### src/rtl/addr_dec_pkg.sv
// Shared types and defaults for the address decoder: FSM states, region/I-O base tables
// and the lowest-index priority match used to pick exactly one chip select.
package addr_dec_pkg;

   typedef enum logic [1:0] {
      ST_IDLE = 2'd0,
      ST_WAIT = 2'd1,
      ST_DONE = 2'd2
   } ctr_state_e;

   localparam logic [15:0] DEF_REG_BASE = {4'hF, 4'hE, 4'h1, 4'h0};
   localparam logic [11:0] DEF_REG_WS   = {3'd2, 3'd1, 3'd0, 3'd0};
   localparam logic [31:0] DEF_IO_BASE  = {8'h03, 8'h02, 8'h01, 8'h00};

   // Index of the lowest set bit, or -1 when nothing matched.
   function automatic int first_hit(input logic [31:0] hits);
      int idx;
      idx = -1;
      for (int i = 31; i >= 0; i--) begin
         if (hits[i]) idx = i;
      end
      return idx;
   endfunction

endpackage

### src/rtl/addr_dec_ws_ctr.sv
// Wait-state FSM: ready drops for exactly i_n cycles after a strobe starts (0 = no drop).
// Latency: ready falls the cycle after the strobe edge; an aborted or reset wait releases ready next cycle.
module addr_dec_ws_ctr
   import addr_dec_pkg::*;
#(
   parameter int WS_W = 3
) (
   input  logic            i_clk,
   input  logic            i_rst,
   input  logic            i_stb,
   input  logic [WS_W-1:0] i_n,
   output logic            o_ready
);

   localparam logic [1:0] S_IDLE = ST_IDLE;
   localparam logic [1:0] S_WAIT = ST_WAIT;
   localparam logic [1:0] S_DONE = ST_DONE;

   logic [1:0]      r_state;
   logic [WS_W-1:0] r_cnt;
   logic            r_stb_q;
   logic            w_stb_start;

   assign w_stb_start = i_stb & ~r_stb_q;

   always_ff @(posedge i_clk) begin
      if (i_rst) begin
         r_state <= S_IDLE;
         r_cnt   <= '0;
         r_stb_q <= 1'b0;
      end else begin
         r_stb_q <= i_stb;
         case (r_state)
            S_IDLE: begin
               if (w_stb_start) begin
                  if (i_n != '0) begin
                     r_cnt   <= i_n;
                     r_state <= S_WAIT;
                  end else begin
                     r_state <= S_DONE;
                  end
               end
            end
            S_WAIT: begin
               // A strobe released mid-wait is an aborted cycle: drop straight back to idle.
               if (!i_stb) begin
                  r_state <= S_IDLE;
                  r_cnt   <= '0;
               end else if ((r_cnt == WS_W'(1)) || (r_cnt == '0)) begin
                  r_state <= S_DONE;
                  r_cnt   <= '0;
               end else begin
                  r_cnt <= r_cnt - WS_W'(1);
               end
            end
            S_DONE: begin
               if (!i_stb) r_state <= S_IDLE;
            end
            default: begin
               r_state <= S_IDLE;
               r_cnt   <= '0;
            end
         endcase
      end
   end

   assign o_ready = (r_state != S_WAIT);

endmodule

### src/rtl/addr_dec_ws.sv
// Bus address decoder: latches the address on ale, drives registered chip selects (1 cycle after ale),
// combinational byte write strobes and a wait-state READY. Optional I/O selects with ADDR_DEC_WS_IO_EN.
module addr_dec_ws
   import addr_dec_pkg::*;
#(
   parameter int                   NREG     = 4,
   parameter int                   AW       = 4,
   parameter int                   WS_W     = 3,
   parameter logic [NREG*AW-1:0]   REG_BASE = DEF_REG_BASE,
   parameter logic [NREG*WS_W-1:0] REG_WS   = DEF_REG_WS,
   parameter logic [WS_W-1:0]      IO_WS    = 3'd1
`ifdef ADDR_DEC_WS_IO_EN
   ,
   parameter int                   NIO      = 4,
   parameter logic [NIO*8-1:0]     IO_BASE  = DEF_IO_BASE
`endif
) (
   input  logic            clk,
   input  logic            rst,
   input  logic            ale,
   input  logic            m_ioN,
   input  logic [AW-1:0]   a_hi,
   input  logic            bheN,
   input  logic            a0,
   input  logic            rdN,
   input  logic            wrN,
   output logic [NREG-1:0] csN,
   output logic            wrhN,
   output logic            wrlN,
   output logic            ready
`ifdef ADDR_DEC_WS_IO_EN
   ,
   input  logic [7:0]      a_io,
   output logic [NIO-1:0]  io_csN
`endif
);

   logic            r_m_io;
   logic [AW-1:0]   r_a_hi;
   logic            r_bheN;
   logic            r_a0;
   logic [NREG-1:0] r_csN;

   logic [NREG-1:0] w_hit;
   int              w_idx;
   logic [NREG-1:0] w_csN_nxt;
   logic [WS_W-1:0] w_n;
   logic            w_stb;

   always_ff @(posedge clk) begin
      if (rst) begin
         r_m_io <= 1'b0;
         r_a_hi <= '0;
         r_bheN <= 1'b1;
         r_a0   <= 1'b1;
         r_csN  <= '1;
      end else begin
         if (ale) begin
            r_m_io <= m_ioN;
            r_a_hi <= a_hi;
            r_bheN <= bheN;
            r_a0   <= a0;
         end
         r_csN <= w_csN_nxt;
      end
   end

   // Overlapping bases resolve to the lowest index so at most one select is ever low.
   always_comb begin
      w_hit = '0;
      for (int i = 0; i < NREG; i++) begin
         w_hit[i] = r_m_io && (r_a_hi == REG_BASE[i*AW +: AW]);
      end
   end

   assign w_idx = first_hit(32'(w_hit));

   always_comb begin
      w_csN_nxt = '1;
      w_n       = r_m_io ? '0 : IO_WS;
      for (int i = 0; i < NREG; i++) begin
         if (w_idx == i) begin
            w_csN_nxt[i] = 1'b0;
            w_n          = REG_WS[i*WS_W +: WS_W];
         end
      end
   end

   assign csN   = r_csN;
   assign wrlN  = wrN | r_a0;
   assign wrhN  = wrN | r_bheN;
   assign w_stb = ~rdN | ~wrN;

   addr_dec_ws_ctr #(
      .WS_W (WS_W)
   ) u_ctr (
      .i_clk   (clk),
      .i_rst   (rst),
      .i_stb   (w_stb),
      .i_n     (w_n),
      .o_ready (ready)
   );

`ifdef ADDR_DEC_WS_IO_EN
   logic [7:0]     r_a_io;
   logic [NIO-1:0] r_io_csN;
   logic [NIO-1:0] w_io_hit;
   int             w_io_idx;
   logic [NIO-1:0] w_io_csN_nxt;

   always_comb begin
      w_io_hit = '0;
      for (int i = 0; i < NIO; i++) begin
         w_io_hit[i] = !r_m_io && (r_a_io == IO_BASE[i*8 +: 8]);
      end
   end

   assign w_io_idx = first_hit(32'(w_io_hit));

   always_comb begin
      w_io_csN_nxt = '1;
      for (int i = 0; i < NIO; i++) begin
         if (w_io_idx == i) w_io_csN_nxt[i] = 1'b0;
      end
   end

   always_ff @(posedge clk) begin
      if (rst) begin
         r_a_io   <= '0;
         r_io_csN <= '1;
      end else begin
         if (ale) r_a_io <= a_io;
         r_io_csN <= w_io_csN_nxt;
      end
   end

   assign io_csN = r_io_csN;
`endif

endmodule

### config.mk
export PLATFORM = sky130hd
export DESIGN_NAME = addr_dec_ws
export DESIGN_NICKNAME = d
export VERILOG_FILES = /design/src/rtl/addr_dec_pkg.sv /design/src/rtl/addr_dec_ws_ctr.sv /design/src/rtl/addr_dec_ws.sv
export SDC_FILE = /design/constraint.sdc
export NUM_CORES = 1
export LEC_CHECK = 0
export CORE_ASPECT_RATIO = 1.1
export CORE_MARGIN = 1.5
export CORE_UTILIZATION = 47
export CTS_CLUSTER_SIZE = 28
export DETAILED_ROUTE_END_ITERATION = 10
export PLACE_DENSITY = 0.8
export SLEW_MARGIN = 10
export SYNTH_ARGS = -nofsm -noshare
export SYNTH_HDL_FRONTEND = slang
export SYNTH_SLANG_ARGS = --single-unit
export TNS_END_PERCENT = 1
### constraint.sdc
create_clock -name clk -period 1.8 [get_ports clk]
set_clock_uncertainty 0.15 [all_clocks]
set_input_delay 0.36 -clock clk [delete_from_list [all_inputs] [get_ports clk]]
set_output_delay 0.36 -clock clk [all_outputs]
set_load 0.02 [all_outputs]
=== Word level (Yosys, flattened, before mapping) ===
Index checks and enable logic that the tools add are counted.

* Register bits: 17
* Word-level logic and storage cells: 67

* Bitwise logic cells: 8
* Eq/ne operators: 14
* Reduce and logical (&&, ||, !) cells: 12
* Mux-type cells: 24
* $add $sub $neg: 1

{| class="wikitable"
|+ Operators with widths
! cell !! number
|-
| $mux 32 || 4
|-
| $eq 32x3->1 const B || 2
|-
| $eq 32x2->1 const B || 1
|-
| $logic_not 32->1 || 1
|-
| $mux 3 || 7
|-
| $mux 2 || 5
|-
| $pmux 3 s3 || 1
|-
| $eq 4x4->1 const B || 2
|-
| $mux 1 || 6
|-
| $ne 2x1->1 const B || 3
|-
| $pmux 2 s3 || 1
|-
| $reduce_and 3->1 || 2
|-
| $eq 4x1->1 const B || 1
|-
| $logic_and 1x1->1 || 4
|-
| $logic_not 4->1 || 1
|-
| $not 1->1 || 4
|-
| $eq 3x1->1 const B || 1
|-
| $logic_not 3->1 || 1
|-
| $ne 3x3->1 const B || 1
|-
| $or 1x1->1 || 3
|-
| $reduce_bool 3->1 || 1
|-
| $sub 3x1->3 const B || 1
|-
| $eq 2x1->1 const B || 1
|-
| $eq 2x2->1 const B || 1
|-
| 4 further kinds || 4
|}

=== Longest topological paths before layout ===
Gate-level depths: netlist of the first run.

* Depth in word-level cells: 15
* Depth in mapped cells: 6
* Mapped depth without buffers: 6

=== By module ===
Synthesis of the first run repeated with hierarchy kept, for this count alone.

* Cell total of the unflattened synthesis: 80
* Area total of the unflattened synthesis: 797.0 um^2

{| class="wikitable"
|+ By module, submodules not included
! module !! cells each !! seq. area each (um^2) !! area each (um^2) !! times used
|-
| addr_dec_ws || 41 || 220.2 || 409.1 || 1
|-
| addr_dec_ws_ctr || 39 || 120.1 || 387.9 || 1
|}

=== Worst setup path after synthesis of the first run ===
Ideal clock, no wire load.

* Path type: register to register
* Start: register u_ctr.r_cnt[0]
* End: register u_ctr.r_cnt[1]
* Arrival time: 1.275 ns
* Clock period less this slack: 1.520 ns
* Setup slack: 0.280 ns
* Data required time: 1.554 ns
* Stages on the path, launching flop included: 7
* Setup time: 0.096 ns
* Path through: dfxtp_1 > inv_1 > ha_1 > o21ba_2 > nor3_2 > a32oi_1 > o41ai_2

* Word-level cells in the longest chain between the ends: 5

{| class="wikitable"
|+ RTL lines
! item !! RTL line !! text
|-
| start, declared || addr_dec_ws_ctr.sv:20 || <nowiki>logic [WS_W-1:0] r_cnt;</nowiki>
|-
| start signal, assigned || addr_dec_ws_ctr.sv:37 || <nowiki>r_cnt <= i_n;</nowiki>
|-
| start signal, assigned || addr_dec_ws_ctr.sv:53 || <nowiki>r_cnt <= r_cnt - WS_W'(1);</nowiki>
|-
| branches (longest 2 deep; another with $sub 3x1->3) || n/a ||
|-
| $mux 3 * || addr_dec_ws_ctr.sv:49 || <nowiki>end else if ((r_cnt == WS_W'(1)) || (r_cnt == '0)) begin</nowiki>
|-
| $mux 3 * || addr_dec_ws_ctr.sv:46 || <nowiki>if (!i_stb) begin</nowiki>
|-
| $pmux 3 s3 * || addr_dec_ws_ctr.sv:33 || <nowiki>case (r_state)</nowiki>
|}

Mark *: on every way between the ends.
A chain may end at the register's enable or synchronous reset.

=== Final worst setup path of the first run ===
* Start: input wrN
* End: output wrhN

* Word-level cells in the longest chain between the ends: 1

{| class="wikitable"
|+ RTL lines
! item !! RTL line !! text
|-
| start, declared || addr_dec_ws.sv:26 || <nowiki>input logic wrN,</nowiki>
|-
| $or 1x1->1 || addr_dec_ws.sv:91 || <nowiki>assign wrhN = wrN | r_bheN;</nowiki>
|-
| end, declared || addr_dec_ws.sv:28 || <nowiki>output logic wrhN,</nowiki>
|}

No other way between the ends.

==> implementation parameters, run 1 <==
Parameter                              Value

Placement
  Worst slack after detailed placement    -0.307 ns
  Instance area after placement    0.00103 mm²
  Last weighted congestion value of the routability-driven placer    0.850
  DP Wirelength    1260 µm
  Count of buffers from port buffering    18

Outcome
  Status    completed

Clock tree
  Clock tree root buffer cell    sky130_fd_sc_hd__clkbuf_4
  Clock tree from TritonCTS    done
  Num Clock Sinks    17
  Insertion delay of the later-clocked pin in the worst-skew pair    0.28 ns
  Clock buffer count from CTS    3
  Number of buffers on the longest clock path    2
  H-tree levels    1
  Total of hold buffers inserted after clock tree synthesis    0
  Clock transition at the registers of the reported paths    approximately 0.1 ns

Final layout
  Area of the multi-input gates    around 420 µm²
  Count of nets after finishing    120
  Layout Area Growth over Synthesis    32.5%
  Ratio of cells with drive above 1 in the final layout    around a quarter
  Post-route cell area    between 0.001 and 0.0015 mm²
  Area used by sequential logic in the layout    between 300 and 400 µm²
  Final antenna diode count    0
  Core utilization of the finished layout    66.3%
  Total of fill cells in the finished design    around 150

STA
  Headroom to the max-slew limit    70.4%
  Hold slack final    ~0.30 ns
  Unrepaired setup endpoints after global routing    false
  Worst Tran Pin Value    0.433 ns
  Final period utilization    a little over nine tenths
  Final number of setup-violating endpoints    0
  Post-route setup slack    between 0.07 and 0.08 ns
  Clock period minus worst slack    1.73 ns
  Number of hold-slack violations in the final timing report    0
  Max frequency    0.578 GHz
  Max Slew Vio Count    0

Synthesis
  Synth area leaders    sky130_fd_sc_hd__dfxtp_1 (43%), sky130_fd_sc_hd__mux2i_1 (6.3%), sky130_fd_sc_hd__ha_1 (4.8%)
  Mean Syn Cell Area    10.1 µm²
  Share of the synthesized area in the top cell type    43.2%
  Cell type contributing the most total cell area after synthesis    sky130_fd_sc_hd__dfxtp_1
  Netlist cell types    33
  Cell count after synthesis    78
  Post-synth net total    93
  Synthesized flop and latch total    17
  Post-synthesis cell area    ~790 µm²
  Synth Warn #    0
  Share of synthesized area occupied by flip-flops and latches    43.2%

Power
  Power per unit of standard cell area    743 mW/mm²
  Peak ir drop on the vdd network    0.538 mV
  Leakage power total    0.414 nW

Setup path
  Required @ worst endpoint    1.29 ns
  Crit end category    primary output
  Setup crit start    wrN
  Kind of start point of the critical path    primary input
  Launch point of the worst reg-to-reg path    u_ctr.r_cnt[0]
  Critical Path AT    1.22 ns
  Category of the critical setup timing path    primary input to primary output
  Highest fanout seen on the critical path    3

Die
  Placeable core region    0.00158 mm²
  Effective utilization at floorplan    between 50% and 60%
  Die boundary height    46.0 µm
  Number of rows created at floorplan    15
  Chip width    42.0 µm
  Floorplan die area    0.00193 mm²
  Top-level port count    19

Global route
  Vias in the first global route    622
  GRT Util Overall    between 10% and 20%
  Antenna violations before repair    0
  Wire length of the first global-routing pass    2620 µm
  Pin count of the biggest net entering global routing    11
  GRT overflow    0

Routing
  Wire per inst    between 10 and 15 µm
  Met3 WL post-DR    39 µm
  Wl on met1    679 µm
  Routed Antenna Nets    0
  Top sig layer    met3
  Sum of routed wire length over all layers    around 1600 µm
  Vias after detailed routing    656
  Met2 layer wire length in the routed design    approximately 850 µm
  Drt first pass iters    4
  Starting DRC count in detailed routing    23
  Remaining DRCs    0
  Routed via count divided by cell count    5.42

Min path
  Start point of the worst min-delay path    r_a_hi[0]
  Hold/Removal Path Class    flip-flop to flip-flop

Job
  Number of max-cap violations    0
per-layer routing:
| metal | track usage [%] | vias up |
|---|---|---|
| met2 | 35.3 | 8 |
| met3 | 2.38 | 0 |
| met4 | 3.75 | 0 |
| li1 | - | 331 |
| met5 | 0 | - |
| met1 | 20.3 | 317 |
placed cells by master (no fill, tap or decap), types with 2 or more instances in the layout:
master / netlist / layout
sky130_fd_sc_hd__clkdlybuf4s50_1: 0 / 15
sky130_fd_sc_hd__a211o_1: 2 / 2
sky130_fd_sc_hd__nand2_1: 3 / 3
sky130_fd_sc_hd__ha_1: 3 / 3
sky130_fd_sc_hd__nor4_1: 2 / 2
sky130_fd_sc_hd__or2_2: 2 / 2
sky130_fd_sc_hd__clkbuf_4: 0 / 3
sky130_fd_sc_hd__nor2_1: 10 / 10
sky130_fd_sc_hd__buf_2: 0 / 2
sky130_fd_sc_hd__or3_2: 2 / 2
sky130_fd_sc_hd__a32oi_1: 2 / 2
sky130_fd_sc_hd__buf_4: 0 / 6
sky130_fd_sc_hd__inv_1: 6 / 6
sky130_fd_sc_hd__mux2i_1: 5 / 5
sky130_fd_sc_hd__dfxtp_1: 17 / 16
sky130_fd_sc_hd__nor2b_1: 2 / 2
sky130_fd_sc_hd__nand2b_1: 2 / 2
state kept, by name, summed over array words and instances (netlist names):
| name | flops |
|---|---|
| u_ctr.r_stb_q | 1 |
| u_ctr.r_state | 2 |
| csN | 4 |
| r_m_io | 1 |
| r_bheN | 1 |
| u_ctr.r_cnt | 3 |
| r_a_hi | 4 |
| r_a0 | 1 |
final timing paths:
check | cells past startpoint | endpoint | slack (ns)
hold reg to reg | 1 | csN[1] | 0.30
setup / recovery | 3 | wrhN | 0.07
setup reg to reg | 6 | u_ctr.r_cnt[1] | 0.14
hold / removal | 1 | csN[1] | 0.30
layout make-up:
class | instances | area share (%)
clock buffer | 3 | 2.16
clock inverter | 1 | 0.479
inverter | 6 | 2.16
multi-input combinational | 53 | 40.0
sequential | 17 | 32.7
tap | 17 | 2.04
timing repair buffer | 24 | 20.5
repair_timing:
item / in CTS / in global routing
endpoints found under the setup margin: 3 / 0
buffers inserted: 0 / 0
resized for setup: 10 / 0
endpoints found under the hold margin: 0 / 0
synthesized netlist by cell type, drive strengths merged:
library cell	number
a2111o	1
a2111oi	2
a211o	2
a22o	1
a31o	1
a31oi	1
a32oi	2
and2	2
buf	1
clkbuf	1
dfxtp	17
ha	3
inv	6
mux2i	5
nand2	3
nand2b	2
nand3	1
nor2	11
nor2b	2
nor3	1
nor4	2
o21a	1
o21ai	1
o21ba	1
o22ai	1
o41ai	1
or2	2
or3	2
or4	1
xnor2	1
cells by family (layout without fill, tap and decap cells):
| kind of cell | Yosys count | count (layout) | share of synthesized area (%) |
|---|---|---|---|
| muxes | 5 | 5 | 6.35 |
| buffers and inverters | 8 | 34 | 3.81 |
| adders and majority gates | 3 | 3 | 4.76 |
| DFF | 17 | 17 | 43.2 |
| xor gates and xnor gates | 1 | 1 | 1.11 |
| and+or+nand+nor | 29 | 29 | 21.6 |
| AOI/OAI and AO/OA | 15 | 15 | 19.2 |
power breakdown:
| part | internal [mW] | switching [mW] | leakage (nW) |
|---|---|---|---|
| registers | 0.397 | 0.0206 | 0.140 |
| clock network | 0.0824 | 0.123 | 0.0177 |
| logic | 0.0831 | 0.0693 | 0.256 |
| total | 0.563 | 0.213 | 0.414 |
through the flow:
| stage | total power, mW | std cells | TNS, ns |
|---|---|---|---|
| after detailed placement | 0.582 | 117 | -1.51 |
| after floorplan | 0.518 | 78 | 0 |
| final | 0.776 | 121 | 0 |
| after CTS | 0.786 | 121 | 0 |
| after global placement | 0.577 | 117 | -1.33 |
| after global routing | 0.816 | 121 | 0 |
worst max-delay path: stages:
cell and delay (ns):
sky130_fd_sc_hd__clkdlybuf4s50_1 0.43, sky130_fd_sc_hd__or2_2 0.27, sky130_fd_sc_hd__buf_2 0.16
Note: power is estimated with default switching activity, not from simulation.
==> run 2: changes to the inputs <==
Settings changed: CORE_UTILIZATION 47 to 50, CTS_BUF_LIST set to sky130_fd_sc_hd__clkbuf_2 sky130_fd_sc_hd__clkbuf_4 sky130_fd_sc_hd__clkbuf_8, PLACE_DENSITY 0.8 to 0.84.
==> implementation parameters, run 2 (synthesis results as in run 1) <==
Parameter                              Value

Setup path
  Category of the critical setup timing path    primary input to flip-flop
  Max stage delay cell, worst path    sky130_fd_sc_hd__clkdlybuf4s50_1
  Cell Chain, Critical Path    clkdlybuf4s50_1, and2_2, a2111oi_4, nor2_2, o41ai_2
  Kind of start point of the critical path    primary input
  Number of cells on the worst reg-to-reg path    6
  Reg-to-reg endpoint    u_ctr.r_cnt[1]
  CP Capture Point    u_ctr.r_cnt[1]
  Logic depth of the worst path, buffers included    5
  Highest fanout seen on the critical path    4
  Crit end category    flip-flop
  Worst reg-to-reg setup slack    0.16 ns
  Required @ worst endpoint    1.85 ns
  Critical Path AT    between 1.5 and 2 ns
  Delay of the slowest cell on the worst path    0.42 ns
  Bufs and invs on worst path    1
  Setup crit start    wrN
  Launch point of the worst reg-to-reg path    u_ctr.r_cnt[0]
  Kind of cell adding the most delay to the critical path    compound AO/OA/AOI/OAI gates

Clock tree
  Number of buffers inserted by post-CTS setup repair    0
  Clock transition at the registers of the reported paths    ~0.1 ns
  Clock tree from TritonCTS    done
  Num Clock Sinks    17
  Number of buffers on the longest clock path    2
  Post-CTS Resized    10
  Clock tree root buffer cell    sky130_fd_sc_hd__clkbuf_4
  H-tree levels    1
  Clock buffer count from CTS    3
  Insertion delay of the later-clocked pin in the worst-skew pair    a little under 0.3 ns
  Total of hold buffers inserted after clock tree synthesis    0

Final layout
  Count of nets after finishing    between 100 and 150
  Final antenna diode count    0
  Layout Area Growth over Synthesis    34.1%
  Total of fill cells in the finished design    slightly above 100
  Highest-count cells in the layout ignoring fill and taps    sky130_fd_sc_hd__dfxtp_1 (16), sky130_fd_sc_hd__clkdlybuf4s50_1 (15), sky130_fd_sc_hd__nor2_1 (10)
  Area of the multi-input gates    424 µm²
  Area used by sequential logic in the layout    between 300 and 400 µm²
  Ratio of cells with drive above 1 in the final layout    25.7%
  Final non-filler cell total    121
  Most common cell after layout, fill and taps aside    sky130_fd_sc_hd__dfxtp_1
  Core utilization of the finished layout    74.5%
  Post-route cell area    0.00106 mm²

Global route
  Vias in the first global route    640
  Wire length of the first global-routing pass    2760 µm
  GRT Util Overall    22.4%
  GRT overflow    0
  Pin count of the biggest net entering global routing    11
  Antenna violations before repair    0

Routing
  Vias after detailed routing    about 670
  Remaining DRCs    0
  Routed via count divided by cell count    5.50
  Wire per inst    13.8 µm
  Drt first pass iters    4
  Sum of routed wire length over all layers    about 1700 µm
  Routed Antenna Nets    0
  Starting DRC count in detailed routing    11

STA
  Max frequency    0.576 GHz
  Number of hold-slack violations in the final timing report    0
  Hold slack final    0.294 ns
  Clock period minus worst slack    1.74 ns
  Headroom to the max-slew limit    between 70% and 80%
  Worst Tran Pin Value    between 0.3 and 0.4 ns
  Final period utilization    96.5%
  Max Slew Vio Count    0
  Unrepaired setup endpoints after global routing    false
  Final number of setup-violating endpoints    0

Die
  Placeable core region    0.00142 mm²
  Top-level port count    19
  Floorplan die area    0.00182 mm²
  Die boundary height    44.6 µm
  Number of rows created at floorplan    14
  Chip width    a little over 40 µm
  Effective utilization at floorplan    a little under three fifths

Power
  Peak ir drop on the vdd network    ~0.52 mV
  Power after layout    between 700 and 800 µW
  Leakage power total    roughly 0.42 nW
  Power per unit of standard cell area    743 mW/mm²

Min path
  Hold/Removal Path Class    flip-flop to flip-flop

Placement
  Cell count after placement    roughly 120
  Instance area after placement    0.00103 mm²
  Last weighted congestion value of the routability-driven placer    0.793
  DP Wirelength    ~1300 µm
  Count of buffers from port buffering    18

Job
  Number of max-cap violations    0

Outcome
  Status    completed
run 2: metal layers:
layer / share of wire, % / track usage, % / vias up
li1: - / - / 338
met1: 43 / 27.9 / 315
met2: 54 / 37.8 / 11
met3: 2.8 / 3.02 / 2
met4: 0.60 / 8.00 / 0
met5: 0 / 0 / -
run 2: final cells by class:
class                           instances  area share (%)
Clock buffer                            3            2.13
Clock inverter                          1           0.473
Inverter                                6            2.13
Multi-Input combinational cell         53            40.1
Sequential cell                        17            32.3
Tap cell                               16            1.89
Timing Repair Buffer                   25            20.9
run 2: how the worst min path moves through the flow:
stage                          from      to  slack, ns  cells after the start
after floorplan           r_a_hi[0]  csN[1]       0.24                      1
after global placement    r_a_hi[0]  csN[1]       0.26                      1
after detailed placement  r_a_hi[0]  csN[1]       0.27                      1
after CTS                 r_a_hi[0]  csN[1]       0.29                      1
after global routing      r_a_hi[0]  csN[1]       0.33                      1
final                     r_a_hi[0]  csN[1]       0.29                      1
run 2: through the flow:
step / setup TNS, ns / setup slack [ns]
6_report: 0 / 0.0637
5_1_grt: 0 / 0.00620
4_1_cts: 0 / 0.0620
3_5_place_dp: -1.50 / -0.306
3_3_place_gp: -1.29 / -0.293
2_1_floorplan: 0 / 0.280
run 2: power by group:
part	internal, mW	total (mW)	switching (mW)
clock	0.0826	0.205	0.123
combinational	0.0863	0.162	0.0757
sequential	0.397	0.418	0.0209
